**src/rtl/mem_dump_reader.sv**
```systemverilog
// mem_dump_reader: walks a range of data-BRAM words through the debug port and
// streams each word as four little-endian bytes followed by one checksum byte
// on a valid/ready byte interface. Holds the core stalled (busy_o) while dumping.

module mem_dump_reader #(
   parameter int unsigned ADDR_WIDTH = 12,
   // Fixed at 32: the serializer emits exactly four bytes per word.
   parameter int unsigned DATA_WIDTH = 32
) (
   input  logic                  clk_i,
   input  logic                  rst_ni,
   input  logic                  start_i,
   input  logic [ADDR_WIDTH-1:0] base_addr_i,
   input  logic [10:0]           word_count_i,
   output logic [ADDR_WIDTH-1:0] debug_addr_o,
   input  logic [DATA_WIDTH-1:0] debug_data_i,
   output logic [7:0]            tx_data_o,
   output logic                  tx_valid_o,
   input  logic                  tx_ready_i,
   output logic                  busy_o,
   output logic                  done_o
);

   localparam int unsigned CountWidth = 11;

   typedef enum logic [2:0] {
      StIdle,
      StFetch,
      StSend,
      StCsum,
      StDone
   } state_e;

   state_e                  state_q, state_d;
   logic [ADDR_WIDTH-1:0]   addr_q, addr_d;
   logic [CountWidth-1:0]   remain_q, remain_d;
   logic [7:0]              csum_q, csum_d;
   logic [1:0]              idx_q, idx_d;
   logic [DATA_WIDTH-1:0]   word_q, word_d;

   logic                    tx_hs;
   logic [7:0]              send_byte;

   assign tx_hs        = tx_valid_o & tx_ready_i;
   assign debug_addr_o = addr_q;

   // Byte select for SEND, least significant byte first.
   always_comb begin
      send_byte = word_q[7:0];
      unique case (idx_q)
         2'd0: send_byte = word_q[7:0];
         2'd1: send_byte = word_q[15:8];
         2'd2: send_byte = word_q[23:16];
         2'd3: send_byte = word_q[31:24];
         default: send_byte = word_q[7:0];
      endcase
   end

   // State register.
   always_ff @(posedge clk_i or negedge rst_ni) begin
      if (!rst_ni) begin
         state_q <= StIdle;
      end else begin
         state_q <= state_d;
      end
   end

   // Next-state logic.
   always_comb begin
      state_d = state_q;
      unique case (state_q)
         StIdle: begin
            if (start_i) begin
               state_d = (word_count_i == '0) ? StCsum : StFetch;
            end
         end
         StFetch: begin
            state_d = StSend;
         end
         StSend: begin
            if (tx_hs && (idx_q == 2'd3)) begin
               state_d = (remain_q == CountWidth'(1)) ? StCsum : StFetch;
            end
         end
         StCsum: begin
            if (tx_hs) begin
               state_d = StDone;
            end
         end
         StDone: begin
            state_d = StIdle;
         end
         default: begin
            state_d = StIdle;
         end
      endcase
   end

   // Output decode; everything is a pure function of the current state so the
   // byte and valid stay stable across backpressure.
   always_comb begin
      tx_valid_o = 1'b0;
      tx_data_o  = 8'h00;
      busy_o     = 1'b1;
      done_o     = 1'b0;
      unique case (state_q)
         StIdle: begin
            busy_o = 1'b0;
         end
         StFetch: begin
         end
         StSend: begin
            tx_valid_o = 1'b1;
            tx_data_o  = send_byte;
         end
         StCsum: begin
            tx_valid_o = 1'b1;
            tx_data_o  = csum_q;
         end
         StDone: begin
            done_o = 1'b1;
         end
         default: begin
            busy_o = 1'b0;
         end
      endcase
   end

   // Datapath next-state: address walk, word count, byte index and checksum.
   always_comb begin
      addr_d   = addr_q;
      remain_d = remain_q;
      csum_d   = csum_q;
      idx_d    = idx_q;
      word_d   = word_q;
      unique case (state_q)
         StIdle: begin
            if (start_i) begin
               // Word-align the base address.
               addr_d   = base_addr_i & ~ADDR_WIDTH'(3);
               remain_d = word_count_i;
               csum_d   = 8'h00;
               idx_d    = 2'd0;
            end
         end
         StFetch: begin
            word_d = debug_data_i;
            idx_d  = 2'd0;
         end
         StSend: begin
            if (tx_hs) begin
               csum_d = csum_q + send_byte;
               if (idx_q == 2'd3) begin
                  remain_d = remain_q - CountWidth'(1);
                  // Wraps modulo 2^ADDR_WIDTH.
                  addr_d   = addr_q + ADDR_WIDTH'(4);
               end else begin
                  idx_d = idx_q + 2'd1;
               end
            end
         end
         default: begin
         end
      endcase
   end

   // Datapath registers.
   always_ff @(posedge clk_i or negedge rst_ni) begin
      if (!rst_ni) begin
         addr_q   <= '0;
         remain_q <= '0;
         csum_q   <= '0;
         idx_q    <= '0;
         word_q   <= '0;
      end else begin
         addr_q   <= addr_d;
         remain_q <= remain_d;
         csum_q   <= csum_d;
         idx_q    <= idx_d;
         word_q   <= word_d;
      end
   end

   // A stalled byte must not change or be withdrawn.
   tx_hold_a : assert property (@(posedge clk_i) disable iff (!rst_ni)
      (tx_valid_o && !tx_ready_i) |=> (tx_valid_o && $stable(tx_data_o)));

   // The BRAM address only moves when a word has been fully sent.
   addr_stable_a : assert property (@(posedge clk_i) disable iff (!rst_ni)
      (state_q == StSend && !(tx_hs && idx_q == 2'd3)) |=> $stable(debug_addr_o));

endmodule

```
**config.mk**
```make
export PLATFORM = sky130hd
export DESIGN_NAME = mem_dump_reader
export DESIGN_NICKNAME = d
export VERILOG_FILES = /design/src/rtl/mem_dump_reader.sv
export SDC_FILE = /design/constraint.sdc
export NUM_CORES = 1
export LEC_CHECK = 0
export CAP_MARGIN = 40
export CORE_ASPECT_RATIO = 2
export CORE_MARGIN = 2
export CORE_UTILIZATION = 30
export CTS_BUF_LIST = sky130_fd_sc_hd__clkbuf_4
export DETAILED_ROUTE_END_ITERATION = 6
export MAX_ROUTING_LAYER = met4
export PLACE_DENSITY = 0.56
export SLEW_MARGIN = 10
export SYNTH_ARGS = -nofsm -noshare
export SYNTH_HDL_FRONTEND = slang
export SYNTH_SLANG_ARGS = --single-unit
```
**constraint.sdc**
```tcl
create_clock -name clk_i -period 3.3 [get_ports clk_i]
set_input_delay 0.33 -clock clk_i [delete_from_list [all_inputs] [get_ports clk_i]]
set_output_delay 0.33 -clock clk_i [all_outputs]
set_load 0.01 [all_outputs]
```
# [Yosys cells after proc, flatten, opt, wreduce, memory -nomap -nowiden]
# Index checks and enable logic that the tools add are counted.
[op_classes] n_bitwise=1 n_mux=26 eq_ne=14 reduce_logical=12 add_sub_neg=4
[ops] operator="$mux 12" count=3
[ops] operator="$mux 11" count=3
[ops] operator="$pmux 8 s2" count=2
[ops] operator="$pmux 8 s4" count=1
[ops] operator="$pmux 12 s2" count=1
[ops] operator="$pmux 11 s2" count=1
[ops] operator="$mux 8" count=2
[ops] operator="$add 12x3->12 const B" count=1
[ops] operator="$ne 2x2->1 const B" count=6
[ops] operator="$pmux 3 s4" count=1
[ops] operator="$eq 11x1->1 const B" count=1
[ops] operator="$logic_not 11->1" count=1
[ops] operator="$sub 11x1->11 const B" count=1
[ops] operator="$mux 2" count=5
[ops] operator="$mux 3" count=3
[ops] operator="$add 8x8->8" count=1
[ops] operator="$reduce_and 4->1" count=2
[ops] operator="$eq 3x2->1 const B" count=2
[ops] operator="$pmux 2 s3" count=1
[ops] operator="$reduce_and 3->1" count=2
[ops] operator="$eq 2x2->1 const B" count=2
[ops] operator="$reduce_or 4->1" count=1
[ops] operator="$eq 3x1->1 const B" count=1
[ops] operator="$eq 3x3->1 const B" count=1
[ops] operator="10 further kinds" count=12
[totals] regBits=68 out_inout_bits=23 word_cells=63

# [Logic depth before layout (Yosys ltp)]
# Gate-level depths: netlist of the first run.
[depth] ltp_word=7 depth_mapped=13 depth_no_buf=12

# [Worst setup path before layout of the first run]
# No wires, ideal clock.
[synth_path] path_type="reg2reg" from="register idx_q[0]" to="register csum_q[6]" setup_ns=0.129 path_stages_with_launch=13 arrival_time_ns=2.513 required_ns=3.171 synth_period_minus_slack_ns=2.642 slack_ns=0.658 path_buffers=1 path_cell_list="dfrtp_1 inv_1 ha_1 clkbuf_1 mux2i_1 ha_1 inv_1 fa_1 nor2b_1 o21ai_0 a21boi_0 or4_1 nand3_1"
[synth_via] elab_chain_len=5
[synth_rtl] element="from (decl)" line="38" text="logic [1:0] idx_q, idx_d;"
[synth_rtl] element="from (signal assigned)" line="179" text="idx_q <= idx_d;"
[synth_rtl] element="$eq 2x2->1 (tied with other cells)" line="50" text="unique case (idx_q)"
[synth_rtl] element="$pmux 8 s4 (*)" line="50"
[synth_rtl] element="$add 8x8->8 (*)" line="152" text="csum_d = csum_q + send_byte;"
[synth_rtl] element="$mux 8 (*)" line="151" text="if (tx_hs) begin"
[synth_rtl] element="$pmux 8 s2 (*)" line="136" text="unique case (state_q)"
[synth_rtl] element="to (signal assigned)" line="178" text="csum_q <= csum_d;"
[synth_rtl] element="to (decl)" line="37" text="logic [7:0] csum_q, csum_d;"
# Mark *: on every way between the ends. The rest lies on a longest branch, timed or not. The select of a mux whose other input is x is not followed.
# A chain may end at the register's enable or synchronous reset.

# [Worst setup path in the final report of the first run]
[layout_path] from="register idx_q[0]" to="output port tx_data_o[6]"
[layout_via] elab_chain_len=3
[layout_rtl] element="$eq 2x2->1 (tied with other cells)" line="50"
[layout_rtl] element="$pmux 8 s4 (*)" line="50"
[layout_rtl] element="$pmux 8 s2 (*)" line="106" text="unique case (state_q)"
[layout_rtl] element="to (decl)" line="17" text="output logic [7:0] tx_data_o,"
# Mark *: on every way between the ends. The rest lies on a longest branch, timed or not.

==> metrics.csv, run 1 <==
metric;value;unit
status;complete, no violations;
yosys_warnings;0;
cp_max_fo;12;
synth_top_family_by_area;compound AO/OA/AOI/OAI gates;
synth_edf_count;0;
finish.utilization;39.5;%
powerDensity;877;nW/um^2
leakage;2.03;nW
switchingPower;0.00177;W
vdd_drop_max;0.445;mV
fmax;343;MHz
die_w;83.1;um
dr.pass1.iters;4;
power.internal;0.00246;W
p_sw_share;41.8;%
cts_setup_buffers;0;
hold_class;in2async;
nets;540;
start_util;30.8;%
finalClockSkew;0.0148;ns
yosys.area_share.simple;15.0;%
post-place-ws;0.433;ns
drc;0;
netlist_area;3750;um^2
routedWlPerCell;16.0;um
io_pins;82;
sequentialPowerShare;36.2;%
start_kind;flop;
std_cell_rows;57;
rsz0062_at_grt;no;
area_growth;28.4;%
slew-limit-headroom;53.7;%
cts_root_buffer;clkbuf_4;
yosysMostFrequentCell;dfrtp_1;
crit_chain;ha_1, a222oi_1, mux2i_1, mux2i_1, nor2_1, clkdlybuf4s50_1;
grt_max_degree;41;
postSynth.asyncResetShare;100;%
synth_top_area_cell;dfrtp_1;
grt-ovfl-total;0;
synth_top_cell_area_share;44.0;%
clk_pin_slew;0.12;ns
finalPower;0.00423;W
end_kind;output pin;
avgSynthCellArea;9.55;um^2
synth_area_leaders;dfrtp_1 44%, mux2_2 7.2%, o21ai_0 5.9%, ha_1 4.7%, mux2i_1 4.3%;
maxCapViolations;0;
cts_buffers;9;
synth_common_cells;66 x dfrtp_1, 44 x o21ai_0, 36 x nand2_1, 27 x nor2_1, 24 x mux2_2;
fin_ws;0.383;ns
drive_gt1_share;11.7;%
synth_fa_ha_area_share;5.20;%
fin_tns_setup;0;ns
grt_pass1_vias;3275;
htreeDepth;3;
clkPwrFrac;12.8;%
yosysSeqAreaShare;44.0;%
grt_usage;15.5;%
cp_common_cell;mux2i_1;
place_hpwl;7460;um
finalSetupViolCount;0;
antenna_left;0;
grt_pass1_wl;16200;um
synth_cell_type_count;55;
combPwrFrac;51.0;%
crit_path_max_incr_delay;0.49;ns
yosys_register_bits;66;
drt-initial-drc-count;184;
path_class;reg2out;
drt-total-wl;9890;um
grt_antenna_before_repair;1;
fp.dieH;162;um
clockBufferDepth;2;
via_count;3239;
hold_violations;0;
cts_num_sinks;66;
synth_compound_area_share;18.0;%
cts_tree;built;
viasPerCell;5.23;
port_buffers;77;
clk_latency;0.42;ns
synth_xor_area_share;1.17;%
synth_ff_type;dfrtp_1;
tightest_slew;0.693;ns
required;2.97;ns
cts.repair.resized;0;
coreArea;12200;um^2
slowest_stage;clkdlybuf4s50_1;
synthMuxAreaShare;11.5;%
maxSlewViolCount;0;
period_needed;2.92;ns
gp_congestion;0.844;
synthCells;393;
final.period_utilization;88.4;%
die-area;13500;um^2
worstPathArrival;2.59;ns
[cell type report]
cell class,count,area [um^2]
inverters,21,78.8
multi-input cells,283,1920
well taps,147,184
repair buffers,85,841
fillers,1196,7380
clock inverters,7,70.1
clock buffers,9,67.6
diodes,1,2.50
flip-flops and latches,66,1650
[logic make-up (layout without fill, tap and decap cells)]
family / Yosys count / in the layout
AND/OR/NAND/NOR: 114 / 114
AO/OA/AOI/OAI: 107 / 107
flip-flops: 66 / 66
buffers and inverters: 45 / 122
multiplexers: 40 / 40
adder cells (fa/ha/maj): 15 / 15
XOR/XNOR: 5 / 5
other: 1 / 3
[power groups by stage]
stage / clock network (W) / registers [W] / logic (W)
2_1_floorplan: 0 / 0.00144 / 0.00153
3_3_place_gp: 0 / 0.00153 / 0.00212
3_5_place_dp: 0 / 0.00155 / 0.00217
4_1_cts: 0.000569 / 0.00153 / 0.00218
5_1_grt: 0.000610 / 0.00159 / 0.00240
6_report: 0.000542 / 0.00153 / 0.00216
[worst max-delay path, delay by kind of cell, from the launching register on]
kind | cells | cell delay [ns]
DFF | 1 | 0.42
and+or+nand+nor | 1 | 0.07
muxes | 2 | 0.38
AOI/OAI and AO/OA | 1 | 0.45
buffers and inverters | 1 | 0.49
adders and majority gates | 1 | 0.38
[metal layers]
layer	part of all wire [%]	global-route usage [%]	wire length (um)
met5	0	-	0
met4	2.5	6.63	246
met3	3.8	3.05	374
met2	54	28.0	5370
met1	39	16.1	3890
[repair_timing]
item,CTS,global route
hold buffers,1,0
endpoints found under the setup margin,0,0
hold endpoints to repair,21,0
[sequential cells by signal, indices dropped and copies added, names as in the netlist]
register,flops
remain_q,11
word_q,32
csum_q,8
state_q,3
idx_q,2
debug_addr_o,10
[path summary, 6_finish.rpt]
kind / slack, ns / startpoint / depth (start not counted) / endpoint
worst max-delay path: 0.38 / idx_q[0] / 6 / tx_data_o[6]
worst min-delay path: 0.40 / rst_ni / 2 / debug_addr_o[9]
worst max register to register: 0.40 / idx_q[0] / 11 / csum_q[6]
worst min register to register: 0.52 / word_q[9] / 1 / word_q[9]
max in group asynchronous: 1.99 / rst_ni / 4 / csum_q[5]
min in group clk_i: 0.45 / debug_data_i[4] / 3 / word_q[4]
[placed cells by master, fill, tap and decap left out, types with 2 or more instances in the layout]
cell type / Yosys / routed
o41ai_1: 2 / 2
o31ai_1: 2 / 2
ha_1: 14 / 14
conb_1: 1 / 2
nor2_1: 27 / 26
nor3_1: 5 / 5
clkbuf_4: 0 / 9
or4_4: 2 / 2
nor2b_1: 4 / 4
a21oi_1: 20 / 20
a31oi_1: 3 / 3
mux2_2: 24 / 24
a22oi_1: 5 / 5
inv_1: 20 / 20
xnor2_1: 4 / 4
dfrtp_1: 66 / 66
nor4_1: 4 / 4
a21o_1: 2 / 2
nand4_1: 2 / 2
a211oi_1: 2 / 2
clkdlybuf4s50_1: 0 / 76
a2bb2oi_1: 4 / 4
mux2i_1: 16 / 16
nand2b_1: 7 / 7
nand3_1: 14 / 14
o21ai_0: 44 / 44
nor3b_1: 2 / 2
and3_1: 4 / 4
nand2_1: 36 / 36
a222oi_1: 8 / 8
buf_4: 3 / 6
o22ai_1: 3 / 3
clkinvlp_4: 0 / 3
[through the flow]
step / cells / hold slack (ns) / instance area [um^2]
floorplan: 394 / 0.0344 / 3760
global placement: 600 / 0.489 / 4650
detailed placement: 601 / 0.343 / 4670
CTS: 618 / 0.389 / 4820
global route: 619 / 0.413 / 4820
finish: 619 / 0.402 / 4820
(Power assumes the default switching activity.)
==> run 2, diff against run 1 <==
--- a/config.mk
+++ b/config.mk
@@ -7,7 +7,7 @@
 export LEC_CHECK = 0
 export CAP_MARGIN = 40
 export CORE_ASPECT_RATIO = 2
-export CORE_MARGIN = 2
+export CORE_MARGIN = 5
 export CORE_UTILIZATION = 30
 export CTS_BUF_LIST = sky130_fd_sc_hd__clkbuf_4
 export DETAILED_ROUTE_END_ITERATION = 6
@@ -17,3 +17,4 @@
 export SYNTH_ARGS = -nofsm -noshare
 export SYNTH_HDL_FRONTEND = slang
 export SYNTH_SLANG_ARGS = --single-unit
+export TNS_END_PERCENT = 5
==> run 2 against run 1 <==
Setup slack worse by 0.00059 ns. Cell count rose by 0.32%. Count of clock-buffer cells in the layout is 1 higher. Final area hardly changed. Critical endpoint is now tx_data_o[1]. Largest power group unchanged. Highest routed layer unchanged.
==> metrics.csv, run 2 (synthesis gave the netlist of run 1 again) <==
metric;value;unit
end_kind;output pin;
grt_pass1_vias;3161;
routedWlPerCell;15.2;um
antenna_left;0;
viasPerCell;5.02;
htreeDepth;3;
nets;539;
coreArea;12400;um^2
fmax;343;MHz
largest_register_ff_count;32;
cts_tree;built;
start_util;30.3;%
fin_area;4820;um^2
cts_buffers;9;
io_pins;82;
period_needed;2.92;ns
grt-ovfl-total;0;
die_w;89.1;um
fin_cells;621;
std_cell_rows;58;
gp_congestion;0.854;
grt_usage;13.5;%
post-place-cells;603;
dr.pass1.iters;5;
placed_area;4650;um^2
whs_path_depth;3;
fin_tns_setup;0;ns
cp_max_fo;8;
fillers;1248;
cts.repair.resized;0;
hold_class;in2reg;
worstHoldEndpoint;word_q[5];
clk_pin_slew;0.12;ns
fp.dieH;168;um
powerDensity;884;nW/um^2
whs;0.457;ns
finalSetupViolCount;0;
required;2.97;ns
drive_gt1_share;11.5;%
place_hpwl;6960;um
clockBufferDepth;2;
maxCapViolations;0;
worstPathArrival;2.59;ns
grt_pass1_wl;15600;um
multi_input_area;1920;um^2
cts_num_sinks;66;
path_class;reg2out;
rsz0062_at_grt;no;
drt-initial-drc-count;174;
hold_violations;0;
grt_max_degree;41;
final_common_cell;clkdlybuf4s50_1;
hp-start;debug_data_i[5];
r2r_end;csum_q[6];
die-area;15000;um^2
fin_ws;0.383;ns
drt-total-wl;9470;um
mostFrequentLayoutCells;76 x clkdlybuf4s50_1, 66 x dfrtp_1, 44 x o21ai_0, 36 x nand2_1, 26 x nor2_1;
final.period_utilization;88.4;%
seq_area;1650;um^2
slew-limit-headroom;51.7;%
drc;0;
post-place-ws;0.437;ns
worstRegToRegCells;11;
finalClockSkew;0.0142;ns
start_kind;flop;
vdd_drop_max;0.374;mV
status;complete, no violations;
via_count;3115;
cts_root_buffer;clkbuf_4;
r2r-start;idx_q[0];
tightest_slew;0.722;ns
leakage;2.04;nW
area_growth;28.4;%
port_buffers;77;
grt_antenna_before_repair;0;
clk_latency;0.43;ns
maxSlewViolCount;0;
ff2ff_setup_slack;0.41;ns
regMostFlops;word_q;
run 2: changes by cell type in the layout (fill, tap and decap cells not counted), sizes merged:
cell      change
buf           -1
bufinv        +1
clkinvlp      -2
clkbuf        +1
run 2: critical path, cell delays in order (launching register included):
cell and delay [ns]:
dfrtp_1 0.41, inv_1 0.12, ha_1 0.46, mux2i_1 0.40, mux2i_1 0.12, nor2_1 0.11, clkdlybuf4s50_1 0.55
run 2: layout make-up:
class                           instances  area share, %
Antenna cell                            1         0.0519
Clock buffer                           10           1.56
Clock inverter                          6           1.69
Inverter                               21           1.63
Multi-Input combinational cell        283           39.9
Sequential cell                        66           34.3
Tap cell                              150           3.89
Timing Repair Buffer                   84           17.0
run 2: report_power, final:
part           switching [W]  total (W)  internal [W]  leakage (nW)
Clock               0.000310   0.000621      0.000311        0.0838
Sequential          0.000325    0.00152       0.00119         0.798
Combinational        0.00109    0.00212       0.00103          1.15
run 2: routing by layer:
metal  vias to the layer above  track usage [%]  share of wire [%]
met5                         -                -                  0
met4                         0             4.93                1.9
met3                        14             2.84                5.5
met2                        77             19.4                 45
met1                      1459             18.7                 48
li1                       1565                -                  -
run 2: through the flow:
| step | util, % | power (W) |
|---|---|---|
| after floorplan | - | 0.00297 |
| after global placement | 37.5 | 0.00363 |
| after detailed placement | 37.5 | 0.00367 |
| after CTS | 38.8 | 0.00431 |
| after global routing | 38.8 | 0.00464 |
| final | 38.9 | 0.00426 |
run 2: how the worst max path moves through the flow:
stage,start,to,slack [ns],depth (start not counted)
after global routing,idx_q[0],csum_q[6],0.07,11
after floorplan,idx_q[0],csum_q[6],0.66,12
after CTS,idx_q[0],tx_data_o[1],0.31,6
after global placement,idx_q[0],csum_q[6],0.47,9
final,idx_q[0],tx_data_o[1],0.38,6
after detailed placement,idx_q[0],csum_q[6],0.44,11
run 2: repair_timing:
item | in CTS | in global routing
hold buffers | 1 | 0
hold endpoints to repair | 26 | 0
buffers inserted | 0 | 0
